**config.mk**
```make
export PLATFORM = sky130hd
export DESIGN_NAME = regfile_wb_ctrl
export DESIGN_NICKNAME = d
export VERILOG_FILES = /design/src/rtl/regfile_pkg.sv /design/src/rtl/wb_fifo.sv /design/src/rtl/regfile_wb_ctrl.sv
export SDC_FILE = /design/constraint.sdc
export NUM_CORES = 1
export LEC_CHECK = 0
export BUFFER_PORTS_ARGS = -buffer_cell sky130_fd_sc_hd__buf_2
export CAP_MARGIN = 20
export CORE_UTILIZATION = 39
export CTS_CLUSTER_DIAMETER = 120
export CTS_CLUSTER_SIZE = 14
export DETAILED_ROUTE_END_ITERATION = 12
export GPL_TIMING_DRIVEN = 0
export PLACE_DENSITY_LB_ADDON = 0.15
export SKIP_CTS_REPAIR_TIMING = 1
export SLEW_MARGIN = 20
export SYNTH_ARGS = -nofsm -noshare
export SYNTH_HDL_FRONTEND = slang
export SYNTH_HIERARCHICAL = 1
export SYNTH_SLANG_ARGS = --single-unit
```
**constraint.sdc**
```tcl
create_clock -name clk -period 3.6 [get_ports clk]
set_clock_uncertainty 0.2 [all_clocks]
set_input_delay 0.54 -clock clk [delete_from_list [all_inputs] [get_ports clk]]
set_output_delay 0.54 -clock clk [all_outputs]
set_load 0.1 [all_outputs]
```
**src/rtl/regfile_pkg.sv**
```systemverilog
// regfile_pkg: shared register-file writeback types and constants
package regfile_pkg;
  localparam int REG_ADDR_W = 5;
  localparam int DATA_W = 32;
  typedef logic [REG_ADDR_W-1:0] reg_addr_t;
  typedef struct packed {
    reg_addr_t         rd;
    logic [DATA_W-1:0] data;
  } wb_req_t;
  localparam reg_addr_t ZERO_REG = '0;
endpackage

```
**src/rtl/wb_fifo.sv**
```systemverilog
// wb_fifo: small circular FIFO with valid/ready on both sides and a registered occupancy count
module wb_fifo #(
  parameter int DEPTH = 2,
  parameter int W     = 8
) (
  input  logic         clk,
  input  logic         rst,
  input  logic         in_valid_i,
  output logic         in_ready_o,
  input  logic [W-1:0] in_data_i,
  output logic         out_valid_o,
  input  logic         out_ready_i,
  output logic [W-1:0] out_data_o
);
  localparam int AW = $clog2(DEPTH);
  localparam int CW = $clog2(DEPTH + 1);
  logic [W-1:0]  mem_q [DEPTH];
  logic [AW-1:0] wr_ptr_q, wr_ptr_d, rd_ptr_q, rd_ptr_d;
  logic [CW-1:0] count_q, count_d;
  logic          push, pop;
  assign in_ready_o  = count_q != CW'(DEPTH);
  assign out_valid_o = count_q != '0;
  assign out_data_o  = mem_q[rd_ptr_q];
  always_comb begin
    push     = in_valid_i && in_ready_o;
    pop      = out_ready_i && out_valid_o;
    wr_ptr_d = push ? wr_ptr_q + 1'b1 : wr_ptr_q;
    rd_ptr_d = pop ? rd_ptr_q + 1'b1 : rd_ptr_q;
    count_d  = count_q + CW'(push) - CW'(pop);
  end
  always_ff @(posedge clk) begin
    if (rst) begin
      wr_ptr_q <= '0;
      rd_ptr_q <= '0;
      count_q  <= '0;
    end else begin
      wr_ptr_q <= wr_ptr_d;
      rd_ptr_q <= rd_ptr_d;
      count_q  <= count_d;
    end
  end
  always_ff @(posedge clk) begin
    if (push) mem_q[wr_ptr_q] <= in_data_i;
  end
endmodule

```
**src/rtl/regfile_wb_ctrl.sv**
```systemverilog
// regfile_wb_ctrl: arbitrates the register-file write port between ALU and queued LSU results,
// and tracks outstanding writes per register to stall issue on RAW/WAW hazards.
module regfile_wb_ctrl
  import regfile_pkg::*;
#(
  parameter int WIDTH          = DATA_W,
  parameter int NUM_REGS       = 32,
  parameter int LSU_FIFO_DEPTH = 2,
  parameter int STARVE_LIMIT   = 4
) (
  input  logic                clk,
  input  logic                reset,
  input  logic                issue_valid,
  input  logic                issue_writes,
  input  reg_addr_t           issue_rd,
  input  reg_addr_t           issue_rs1,
  input  reg_addr_t           issue_rs2,
  output logic                issue_stall,
  input  logic                alu_wb_valid,
  output logic                alu_wb_ready,
  input  reg_addr_t           alu_wb_rd,
  input  logic [WIDTH-1:0]    alu_wb_data,
  input  logic                lsu_wb_valid,
  output logic                lsu_wb_ready,
  input  reg_addr_t           lsu_wb_rd,
  input  logic [WIDTH-1:0]    lsu_wb_data,
  output logic                rf_write_en,
  output reg_addr_t           rf_write_addr,
  output logic [WIDTH-1:0]    rf_write_data,
  output logic [NUM_REGS-1:0] pending_mask
);
  localparam int EW = REG_ADDR_W + WIDTH;
  localparam int SW = $clog2(STARVE_LIMIT + 1);
  localparam logic [NUM_REGS-1:0] ONE = NUM_REGS'(1);
  logic [NUM_REGS-1:0] pending_q, pending_d, set_mask, clr_mask;
  logic [SW-1:0]       starve_q, starve_d;
  logic [EW-1:0]       lsu_head;
  reg_addr_t           head_rd, wr_addr_q, wr_addr_d;
  logic [WIDTH-1:0]    head_data, wr_data_q, wr_data_d;
  logic                wr_en_q, wr_en_d, fifo_ne, starved, lsu_grant, alu_grant, lsu_push;

  // rd==0 LSU results complete their handshake but never occupy a slot
  assign lsu_push = lsu_wb_valid && lsu_wb_rd != ZERO_REG;

  wb_fifo #(.DEPTH(LSU_FIFO_DEPTH), .W(EW)) u_lsu_fifo (
    .clk        (clk),
    .rst        (reset),
    .in_valid_i (lsu_push),
    .in_ready_o (lsu_wb_ready),
    .in_data_i  ({lsu_wb_rd, lsu_wb_data}),
    .out_valid_o(fifo_ne),
    .out_ready_i(lsu_grant),
    .out_data_o (lsu_head)
  );

  assign {head_rd, head_data} = lsu_head;
  assign starved       = fifo_ne && starve_q == SW'(STARVE_LIMIT);
  assign lsu_grant     = fifo_ne && (!alu_wb_valid || starved);
  assign alu_grant     = alu_wb_valid && !lsu_grant;
  assign alu_wb_ready  = !starved;
  assign issue_stall   = issue_valid && (pending_q[issue_rs1] || pending_q[issue_rs2] ||
                                         (issue_writes && pending_q[issue_rd]));
  assign rf_write_en   = wr_en_q;
  assign rf_write_addr = wr_addr_q;
  assign rf_write_data = wr_data_q;
  assign pending_mask  = pending_q;

  always_comb begin
    wr_en_d   = lsu_grant || (alu_grant && alu_wb_rd != ZERO_REG);
    wr_addr_d = !wr_en_d ? ZERO_REG : lsu_grant ? head_rd : alu_wb_rd;
    wr_data_d = !wr_en_d ? '0 : lsu_grant ? head_data : alu_wb_data;
    // a non-empty FIFO that is not granted means the ALU won, and never past the limit
    starve_d  = (!fifo_ne || lsu_grant) ? '0 : starve_q + 1'b1;
    set_mask  = (issue_valid && !issue_stall && issue_writes && issue_rd != ZERO_REG) ?
                ONE << issue_rd : '0;
    clr_mask  = wr_en_q ? ONE << wr_addr_q : '0;
    pending_d = ((pending_q & ~clr_mask) | set_mask) & ~ONE;
  end

  always_ff @(posedge clk) begin
    if (reset) begin
      pending_q <= '0;
      starve_q  <= '0;
      wr_en_q   <= 1'b0;
      wr_addr_q <= ZERO_REG;
      wr_data_q <= '0;
    end else begin
      pending_q <= pending_d;
      starve_q  <= starve_d;
      wr_en_q   <= wr_en_d;
      wr_addr_q <= wr_addr_d;
      wr_data_q <= wr_data_d;
    end
  end
endmodule

```
After elaboration in Yosys (flattened, before gate mapping)
Memories as Yosys holds them, arrays and structs flattened. A register that Yosys moved wholly into a read port is not among the register bits.
Cells that the tools add are included.
{"block": "word_totals", "register_bits": 77, "elab_cells": 68, "output_inout_bits": 73, "memories": 1, "latchBits": 0, "input_bits": 95, "ram_bits": 74, "romBits": 0}
{"memory": "u_lsu_fifo.mem_q", "words": 2, "width": 37, "read_ports": 1, "rd_clocked_by_memory_dff": 1, "wr": 1, "line": "wb_fifo.sv:17", "source": "logic [W-1:0] mem_q [DEPTH];"}
{"block": "classes", "magnitude_cmp": 3, "multipliers": 0, "n_shift": 2, "n_bitwise": 4, "mux": 14, "div": 0, "eq_ne": 2, "reduce_logical": 28, "add_sub_neg": 5}
{"op": "$mux W32", "count": 3}
{"op": "$shl A1 B5 Y32 const A", "count": 2}
{"op": "$and A32 B32 Y32", "count": 1}
{"op": "$not A32 Y32", "count": 1}
{"op": "$or A32 B32 Y32", "count": 1}
{"op": "$lt A5 B6 Y1 const B", "count": 3}
{"op": "$bmux W1 S5", "count": 3}
{"op": "$reduce_bool A5 Y1", "count": 3}
{"op": "$logic_and A1 B1 Y1", "count": 12}
{"op": "$mux W1", "count": 7}
{"op": "$logic_not A1 Y1", "count": 5}
{"op": "$logic_or A1 B1 Y1", "count": 5}
{"op": "$mux W5", "count": 1}
{"op": "$reduce_or A2 Y1", "count": 2}
{"op": "$add A3 B1 Y3 const B", "count": 1}
{"op": "$eq A3 B3 Y1 const B", "count": 1}
{"op": "$add A1 B1 Y1 const B", "count": 2}
{"op": "$add A2 B1 Y2", "count": 1}
{"op": "$ne A2 B2 Y1 const B", "count": 1}
{"op": "$reduce_bool A2 Y1", "count": 1}
{"op": "$sub A2 B1 Y2", "count": 1}
{"op": "$not A1 Y1", "count": 1}

Longest topological paths before layout
{"block": "logic_depth", "word_depth": 11, "mapped_depth": 13, "mapped_depth_nobuf": 12}

Hierarchy
Netlist, hierarchy kept.
{"module": "regfile_wb_ctrl", "area_per_inst_um2": 3802.4, "cells_per_inst": 444, "seq_area_each_um2": 1441.4, "instances": 1}
{"module": "wb_fifo", "area_per_inst_um2": 2924.1, "cells_per_inst": 144, "seq_area_each_um2": 2322.2, "instances": 1}

Least setup slack after synthesis
No wires, ideal clock.
{"block": "synth_path", "path_kind": "register to output", "from": "register pending_q[3] (netlist: pending_mask[3])", "to": "output issue_stall", "stages_incl_launch_ff": 8, "arrival_ns": 3.007, "required_ns": 2.860, "setup_slack_ns": -0.147, "path_cell_list": "dfxtp_1 -> mux2i_1 -> mux4_2 -> o221ai_1 -> nand4_1 -> nand3_2 -> buf_2 -> and2_1"}
{"block": "synth_between", "elab_chain_cells": 5}
{"element": "from (decl)", "line": "regfile_wb_ctrl.sv:35", "source": "logic [NUM_REGS-1:0] pending_q, pending_d, set_mask, clr_mask;"}
{"element": "from (signal assigned)", "line": "regfile_wb_ctrl.sv:88", "source": "pending_q <= pending_d;"}
{"element": "$bmux W1 S5 (on tied branches)", "line": "regfile_wb_ctrl.sv:61, regfile_wb_ctrl.sv:62"}
{"element": "$mux W1 (on tied branches)", "line": "regfile_wb_ctrl.sv:61, regfile_wb_ctrl.sv:62"}
{"element": "$logic_or A1 B1 Y1 / $logic_and A1 B1 Y1 (equally long branches)", "line": "regfile_wb_ctrl.sv:61, regfile_wb_ctrl.sv:62"}
{"element": "$logic_or A1 B1 Y1 *", "line": "regfile_wb_ctrl.sv:61", "source": "assign issue_stall = issue_valid && (pending_q[issue_rs1] || pending_q[issue_rs2] ||"}
{"element": "$logic_and A1 B1 Y1 *", "line": "regfile_wb_ctrl.sv:61"}
{"element": "to (decl)", "line": "regfile_wb_ctrl.sv:18", "source": "output logic issue_stall,"}
Every way passes the cells marked *; elsewhere a longest branch is shown, timed or not. The select of a mux whose other input is x is not followed.

Worst setup path after layout
{"block": "layout_path", "from": "input issue_rd[1]", "to": "output issue_stall"}
{"block": "layout_between", "elab_chain_cells": 5}
{"element": "from (decl)", "line": "regfile_wb_ctrl.sv:15", "source": "input reg_addr_t issue_rd,"}
{"element": "$bmux W1 S5", "line": "regfile_wb_ctrl.sv:62", "source": "(issue_writes && pending_q[issue_rd]));"}
{"element": "$mux W1 (implied by the code)", "line": "regfile_wb_ctrl.sv:62"}
{"element": "$logic_and A1 B1 Y1", "line": "regfile_wb_ctrl.sv:62"}
{"element": "$logic_or A1 B1 Y1", "line": "regfile_wb_ctrl.sv:61"}
{"element": "$logic_and A1 B1 Y1", "line": "regfile_wb_ctrl.sv:61"}
No other way between the ends. The select of a mux whose other input is x is not followed.

==> flow_metrics.tcl <==
set metrics [dict create \
    synth_adder_area_share 0.00558 \
    clock_sinks 151 \
    cts_tree "done" \
    clockRootBuffer "clkbuf_16" \
    cp_data_arrival_time_ns 2.70 \
    power_uw 4720 \
    post-route-drc-count 0 \
    top_usage_layer "met2" \
    ioPinCount 168 \
    cp.depth 10 \
    clkPwrFrac 0.377 \
    switching_share 0.311 \
    grt.total_usage 0.206 \
    min_period_over_period 0.955 \
    fill_cells 1572 \
    max_slew_margin 0.410 \
    synth_edf_count 74 \
    synth_cell_types 55 \
    final_common_cell "buf_2" \
    slowest_delay_ns 0.47 \
    crit_path_start "issue_rd[1]" \
    most-common-layout-cells "165 x buf_2, 113 x nand2_1, 74 x edfxtp_1" \
    grt_pass1_wl_um 28300 \
    use_met2 0.342 \
    cts_buffers 17 \
    tns_ns 0 \
    post_layout_nonfiller_instances 1003 \
    clk_pin_slew_worst_paths_ns 0.06 \
    synthFlopType "dfxtp_1" \
    worst_pin_slew_ns 0.872 \
    worstSetupPathType "in2out" \
    p_switching_uw 1470 \
    post_synth_and_or_nand_nor_area_fraction 0.143 \
    ys_ff_latch 151 \
    drtIter0Drc 310 \
    placedCellCount 970 \
    cp_num_buf_inv 4 \
    p_leak_uw 0.00339 \
    core_area_mm2 0.0167 \
    setup_slack_ns 0.162 \
    portBuffers 160 \
    path_cells "buf_2 > buf_2 > mux2i_1 > mux4_2 > o221ai_1 > nand4_1 > nand3_2 > buf_2 > and2_1 > buf_6" \
    grt_start_max_net_pins 28 \
    place_congestion 0.944 \
    start_kind "input pin" \
    grt_pass1_vias 5458 \
    synth_compound_area_frac 0.110 \
    dieArea_mm2 0.0178 \
    die_h_um 133 \
    layout-drive-gt1-share 0.381 \
    max_freq_mhz 291 \
    crit_top_cell "buf_2" \
    setup_viol 0 \
    critical_path_required_ns 2.86 \
    worst-r2r-cell-count 12 \
    finalWirelength_um 17800 \
    ys_seq_area_frac 0.560 \
    nNetsFinal 867 \
    cts-htree-levels 4 \
    status "complete, no violations" \
    cap_violations 0 \
    drv_slew 0 \
    combPwrFrac 0.202 \
    r2r_end "u_lsu_fifo/count_q[1]" \
    rsz0062_at_grt "no" \
    viasPerCell 5.32 \
    first_pass_iters 5 \
    areaGrowthSynthToFinish_pct 26.0 \
    rows 47 \
    antenna_found_initial 1 \
    grt.overflow.total 0 \
    ir_drop_mv 0.370 \
    finalHoldViolCount 0 \
    crit_family "buffers and inverters" \
    hpwl_um 13200 \
    seq_power_share 0.421 \
    period_needed_ns 3.44 \
    die_width_um 133 \
    synth_xor_area_frac 0.00130 \
    final_area_mm2 0.00847 \
    preCtsSetupSlack_ns 0.00398 \
    synth.area.mux_share 0.147 \
    r2r_start "u_lsu_fifo/count_q[0]" \
    avgSynthCellArea_um2 11.4 \
    hp-class "in2reg" \
    syn_inst 588 \
    postPlaceCellArea_mm2 0.00787 \
    gr-usage-met3 0.0510 \
    cp_slowest_cell "mux4_2" \
    cp-end-kind "primary output" \
    register_area_mm2 0.00379 \
    num_vias 5334 \
    ff2ff_setup_slack_ns 0.66 \
    clk_latency_ns 0.42 \
    multi_input_area_mm2 0.00274 \
    wl_per_cell_um 17.7 \
    syn_area_mm2 0.00673 \
    met1_usage 0.256 \
    cp_max_fo 10 \
    cts.path.max_buffers 2 \
    powerDensity_mw_per_mm2 558 \
    crit_path_end "issue_stall" \
    yosysWarningCount 6 \
    antenna_left 0 \
    syn_nets 686 \
    p_int_uw 3250 \
    initial_core_util 0.403 \
    synth_top_family_by_area "multiplexers" \
    async_flop_share 0 \
]
-- metrics by stage --
step | utilization | hold WS [ns]
6_report | 0.507 | 0.0989
5_1_grt | 0.507 | 0.0832
4_1_cts | 0.507 | 0.0833
3_5_place_dp | 0.471 | 0.294
3_3_place_gp | 0.469 | 0.287
2_1_floorplan | - | 0.272
-- synth_stat cells, types with 8 or more instances --
library cell | instances | area, um2
mux2_2 | 44 | 495
nor3_1 | 8 | 40.0
edfxtp_1 | 74 | 2220
nand3_1 | 23 | 115
o211ai_1 | 17 | 128
nor2b_1 | 8 | 50.1
o31ai_1 | 10 | 75.1
o21ai_0 | 16 | 80.1
nor2_1 | 16 | 60.1
dfxtp_1 | 77 | 1540
clkbuf_1 | 21 | 78.8
mux4_2 | 17 | 383
inv_1 | 11 | 41.3
a21oi_1 | 41 | 205
nand2_1 | 113 | 424
-- flip-flops by register name, summed over array words and instances, names as in the netlist, named ones only --
register             flops
rf_write_en              1
u_lsu_fifo/mem_q        74
starve_q                 3
u_lsu_fifo/count_q       2
u_lsu_fifo/rd_ptr_q      1
u_lsu_fifo/wr_ptr_q      1
rf_write_addr            5
rf_write_data           32
pending_mask            31
-- cell families (layout without fill, tap and decap cells) --
group                    count (synthesis)  after routing
AND/OR/NAND/NOR                        204            204
flip-flops                             151            151
AO/OA/AOI/OAI                          110            110
multiplexers                            70             70
buffers and inverters                   48            242
adder cells (fa/ha/maj)                  3              3
other                                    1              2
XOR/XNOR                                 1              1
-- power groups by stage --
stage | sequential (uW) | clock, uW | combinational, uW
6_report | 1990 | 1780 | 955
5_1_grt | 2000 | 1890 | 1020
4_1_cts | 1990 | 1810 | 964
3_5_place_dp | 2030 | 0 | 960
3_3_place_gp | 2030 | 0 | 935
2_1_floorplan | 2360 | 0 | 380
-- per-layer routing --
metal / up-vias / share of wire / wire (um)
met4: 0 / 0.023 / 417
met5: - / 0 / 0
met3: 26 / 0.056 / 999
met2: 191 / 0.49 / 8680
met1: 2567 / 0.43 / 7680
li1: 2550 / - / -
-- final cells by class --
cell class / instances / area share
buffer: 36 / 0.0214
inverter: 12 / 0.00532
antenna: 1 / 0.000295
multi-input combinational: 389 / 0.323
clock buffer: 20 / 0.0539
clock inverter: 12 / 0.0165
tap: 220 / 0.0325
sequential: 151 / 0.447
timing repair buffer: 162 / 0.100
-- how the worst min path moves through the flow --
stage,startpoint,to,slack [ns],cells after the start
floorplan,u_lsu_fifo/rd_ptr_q,flip-flop,0.27,2
detailed placement,u_lsu_fifo/rd_ptr_q,flip-flop,0.29,2
finish,lsu_wb_data[12],u_lsu_fifo/mem_q[1][12],0.1,1
global placement,u_lsu_fifo/rd_ptr_q,u_lsu_fifo/rd_ptr_q,0.29,2
global route,lsu_wb_data[6],u_lsu_fifo/mem_q[0][6],0.08,1
CTS,lsu_wb_data[5],u_lsu_fifo/mem_q[1][5],0.08,1
No activity file was read; power rests on OpenSTA's default activity.
